**src/rtl/shift_normalizer.sv**
```systemverilog
// Multi-cycle normalizer: shifts an operand one bit per cycle until the
// target end bit (MSB for left, LSB for right) is set, counting the shifts.
module shift_normalizer #(
  parameter int WIDTH = 16,
  parameter int CNT_W = 4
) (
  input  logic             clk,
  input  logic             rst_n,
  input  logic             start,
  input  logic [WIDTH-1:0] In,
  input  logic             Dir,
  output logic [WIDTH-1:0] Out,
  output logic [CNT_W-1:0] Cnt,
  output logic             zero,
  output logic             busy,
  output logic             done
);

  typedef enum logic [1:0] {
    IDLE  = 2'd0,
    SHIFT = 2'd1,
    DONE  = 2'd2
  } state_t;

  state_t           state_q, state_d;
  logic [WIDTH-1:0] sreg_q, sreg_d;
  logic [CNT_W-1:0] cnt_q, cnt_d;
  logic             dir_q, dir_d;
  logic             zero_q, zero_d;
  logic             targetBit;

  always_ff @(posedge clk or negedge rst_n) begin
    if (!rst_n) begin
      state_q <= IDLE;
      sreg_q  <= '0;
      cnt_q   <= '0;
      dir_q   <= 1'b0;
      zero_q  <= 1'b0;
    end else begin
      state_q <= state_d;
      sreg_q  <= sreg_d;
      cnt_q   <= cnt_d;
      dir_q   <= dir_d;
      zero_q  <= zero_d;
    end
  end

  assign targetBit = dir_q ? sreg_q[0] : sreg_q[WIDTH-1];

  // A non-zero operand always reaches its target bit within WIDTH-1 shifts,
  // so the counter cannot wrap.
  always_comb begin
    state_d = state_q;
    sreg_d  = sreg_q;
    cnt_d   = cnt_q;
    dir_d   = dir_q;
    zero_d  = zero_q;
    unique case (state_q)
      IDLE: begin
        if (start) begin
          sreg_d = In;
          dir_d  = Dir;
          cnt_d  = '0;
          if (In == '0) begin
            zero_d  = 1'b1;
            state_d = DONE;
          end else begin
            zero_d  = 1'b0;
            state_d = SHIFT;
          end
        end
      end
      SHIFT: begin
        if (targetBit) begin
          state_d = DONE;
        end else begin
          sreg_d = dir_q ? {1'b0, sreg_q[WIDTH-1:1]} : {sreg_q[WIDTH-2:0], 1'b0};
          cnt_d  = cnt_q + {{(CNT_W-1){1'b0}}, 1'b1};
        end
      end
      DONE: begin
        state_d = IDLE;
      end
      default: begin
        state_d = IDLE;
      end
    endcase
  end

  assign Out  = sreg_q;
  assign Cnt  = cnt_q;
  assign zero = zero_q;
  assign busy = (state_q != IDLE);
  assign done = (state_q == DONE);

endmodule

```
**config.mk**
```make
export PLATFORM = sky130hd
export DESIGN_NAME = shift_normalizer
export DESIGN_NICKNAME = d
export VERILOG_FILES = /design/src/rtl/shift_normalizer.sv
export SDC_FILE = /design/constraint.sdc
export NUM_CORES = 1
export LEC_CHECK = 0
export BUFFER_PORTS_ARGS = -buffer_cell sky130_fd_sc_hd__buf_2
export CORE_MARGIN = 2
export CORE_UTILIZATION = 57
export CTS_BUF_LIST = sky130_fd_sc_hd__clkbuf_4 sky130_fd_sc_hd__clkbuf_8
export CTS_CLUSTER_SIZE = 20
export DETAILED_ROUTE_END_ITERATION = 16
export PLACE_DENSITY_LB_ADDON = 0.25
export REMOVE_ABC_BUFFERS = 1
export SLEW_MARGIN = 20
export SYNTH_ARGS = -nofsm -noshare
export SYNTH_HDL_FRONTEND = slang
export SYNTH_SLANG_ARGS = --single-unit
```
**constraint.sdc**
```tcl
create_clock -name clk -period 2.87 [get_ports clk]
set_input_delay 0.4305 -clock clk [delete_from_list [all_inputs] [get_ports clk]]
set_output_delay 0.4305 -clock clk [all_outputs]
set_load 0.005 [all_outputs]
```
==> results by group <==
Detailed routing
  – Average wire length per cell after detail routing: 15.2 um
  – DR iter-0 viols: 10
  – Remaining routing DRC violations: 0
  – Post-detailed-route count of antenna-violating nets: 0
  – Routed vias/inst: 5.60
  – Total Routed Length: 2850 um
  – First-pass iteration count of the detailed router: 4
  – Number of vias after detailed routing: 1048

Place
  – Number of I/O port buffers: 42
  – Placer congestion estimate: 0.697
  – Detailed placement HPWL: 2100 um
  – Placement-stage worst setup slack: 1030 ps

Global routing
  – Total gr overflow: 0
  – First-pass GRT wire length: 4420 um
  – Global-route usage over all layers: 21.0%
  – Largest net degree at the start of global routing: 25
  – Number of antenna violations at the first check in global routing: 0
  – Number of global-route vias before repair: 956

Critical path
  – Element type at the critical path start: flip-flop
  – Crit path capture type: flip-flop
  – CP Max Fanout: 18
  – Data required time of the critical path: 3070 ps
  – Highest cell delay on the worst timing path: 590 ps
  – Cell with the biggest individual delay on the critical path: sky130_fd_sc_hd__o21ai_4
  – Family with the most delay on the worst path: compound AO/OA/AOI/OAI gates
  – Bufs and invs on worst path: 0
  – Start-to-end type of the worst setup path: reg -> reg
  – Critical path arrival: 2050 ps
  – Sequence of cells on the critical path: nand2b_1 -> o21ai_4 -> mux2_2

STA
  – Count of endpoints failing setup in the final report: 0
  – Shortest period the worst path allows: 1850 ps
  – Slew at the pin closest to its max-slew limit: 677 ps
  – Clock skew: 0.741 ps
  – Worst Slack Setup Final: 1020 ps
  – Setup TNS: 0 ps
  – Final-report max-slew violation count: 0
  – Part of the cycle the worst path needs: 64.5%
  – Relative slew slack: 54.7%
  – Setup repair after global routing missed its margin: no
  – Number of hold violations in the final report: 0
  – Peak clock frequency supported by timing: 0.540 GHz

Cells and area
  – Share of the core filled with cells in the final layout: 68.8%
  – Most common cell after layout, fill and taps aside: sky130_fd_sc_hd__buf_2
  – Fraction of final layout cells sized beyond drive strength 1: 59.9%
  – Final-stage net count: 180
  – Antenna Diode Count: 0
  – Commonest non-fill, non-tap cells in the layout: sky130_fd_sc_hd__buf_2, sky130_fd_sc_hd__mux2_2, sky130_fd_sc_hd__dfrtp_1
  – Fillers: 199
  – Area added between synthesis and finish: 14.9%
  – Area of the multi-input gates: 783 um2
  – Sequential cell area: 601 um2

Pwr
  – Register share of total power: 32.5%
  – Comb pwr share: 60.5%
  – P_leak: 0.000794 uW
  – Internal Dissipation: 1290 uW
  – Net switching power: 739 uW
  – Clock network power share: 7.0%
  – Net switching fraction of the power: 36.3%
  – Power density over cell area: 1200 nW/um2
  – Highest ir drop seen on vdd: 0.715 mV
  – Power consumption: 2030 uW

Synthesis
  – Flop and latch count out of synthesis: 24
  – Dominant combinational cell family by area after synthesis: multiplexers
  – Area share of xor/xnor cells in the synthesized design: 0%
  – Number of cells produced by synthesis: 116
  – Netlist cell types: 28
  – Fraction of synthesized area in multiplexers: 38.6%
  – Sequential element share of the synthesized area: 40.9%
  – Fraction of the mapped netlist area in compound gates: 6.22%
  – Number of warning messages in the yosys log: 0
  – Adder-cell share of the synthesized area: 0.852%
  – Simple-gate share of the synthesized area: 7.67%
  – Post-synthesis area per instance: 12.7 um2
  – Cell area after synthesis: 1470 um2

Die
  – Boundary pin count: 43
  – Std cell rows: 18
  – Vertical die dimension: 54.8 um
  – Effective utilization at floorplan: 59.8%
  – Die Area: 3000 um2
  – Die width: 54.8 um
  – Core area: 2450 um2

Clock network
  – Root Driver: sky130_fd_sc_hd__clkbuf_4
  – Number of buffers inserted to repair setup after CTS: 0
  – CTS tree: yes
  – Number of hold-repair buffers added at the cts stage: 0
  – TritonCTS buffer count: 3
  – Insertion delay to the later sink of the worst-skew pair: 300 ps
  – H-tree levels: 1
  – Clock slew at reported path FFs: 120 ps
  – Number of buffers on the longest clock path: 2
  – Sinks on the clock net: 24
  – Number of gates given a new drive strength after cts: 0

Job
  – # Max-Cap Violations: 0

Run status
  – Outcome: finished clean

Hold path
  – Worst min-delay path class: in -> async
flip-flops by register name, summed over array words and instances, names as in the netlist:
name / count
zero: 1
dir_q: 1
Cnt: 4
state_q: 2
Out: 16
cells by family after synthesis:
family / count (synthesis)
compound gates: 12
fa+ha+maj: 1
buf+inv: 11
flops: 24
mux: 48
simple gates: 20
power groups by stage:
| stage | Combinational [uW] | Clock (uW) | Sequential, uW |
|---|---|---|---|
| floorplan | 885 | 0 | 675 |
| global placement | 1210 | 0 | 658 |
| detailed placement | 1240 | 0 | 666 |
| CTS | 1240 | 150 | 660 |
| global route | 1350 | 167 | 691 |
| finish | 1230 | 142 | 660 |
cells in the mapped netlist, drive strengths merged:
master | instances | area share [%]
mux2 | 45 | 37
dfrtp | 24 | 41
buf | 6 | 4.5
inv | 5 | 1.3
nor4 | 5 | 2.1
o21ai | 5 | 2.5
nand2 | 4 | 1.0
mux2i | 3 | 2.0
nand3 | 3 | 1.0
nor2 | 2 | 0.51
nor2b | 2 | 0.85
a21o | 1 | 0.51
a21oi | 1 | 0.34
a32o | 1 | 0.68
ha | 1 | 0.85
nand2b | 1 | 0.43
nand4 | 1 | 0.43
nor4bb | 1 | 0.68
o21a | 1 | 0.51
o22ai | 1 | 0.43
o311ai | 1 | 0.60
o31a | 1 | 0.68
or3b | 1 | 0.60
final timing paths:
path / cells after the start / endpoint / from / slack (ps)
setup / recovery: 3 / Out[8] / state_q[1] / 1020
hold reg to reg: 2 / zero / zero / 510
min in group clk: 2 / dir_q / Dir / 370
setup reg to reg: 3 / Out[8] / state_q[1] / 1020
max in group asynchronous: 1 / Out[11] / rst_n / 2410
hold / removal: 1 / state_q[1] / rst_n / 100
area by class of cell:
cell class,count,area share (%)
sequential,24,35.6
inverter,5,1.11
timing repair buffer,44,13.3
clock buffer,3,1.33
tap,30,2.22
multi-input combinational,81,46.4
per-layer routing:
| metal | up-vias | GRT usage [%] | routed length (um) |
|---|---|---|---|
| li1 | 517 | - | - |
| met1 | 504 | 28.2 | 1280 |
| met2 | 25 | 34.7 | 1410 |
| met3 | 2 | 3.01 | 134 |
| met4 | 0 | 6.25 | 15 |
| met5 | - | 0 | 0 |
stage by stage:
stage	area, um2	hold slack, ps	instances
6_report	1690	96.7	187
2_1_floorplan	1400	135	110
3_3_place_gp	1670	436	184
3_5_place_dp	1670	446	184
4_1_cts	1690	97.5	187
5_1_grt	1690	110	187
(Power assumes the default switching activity.)
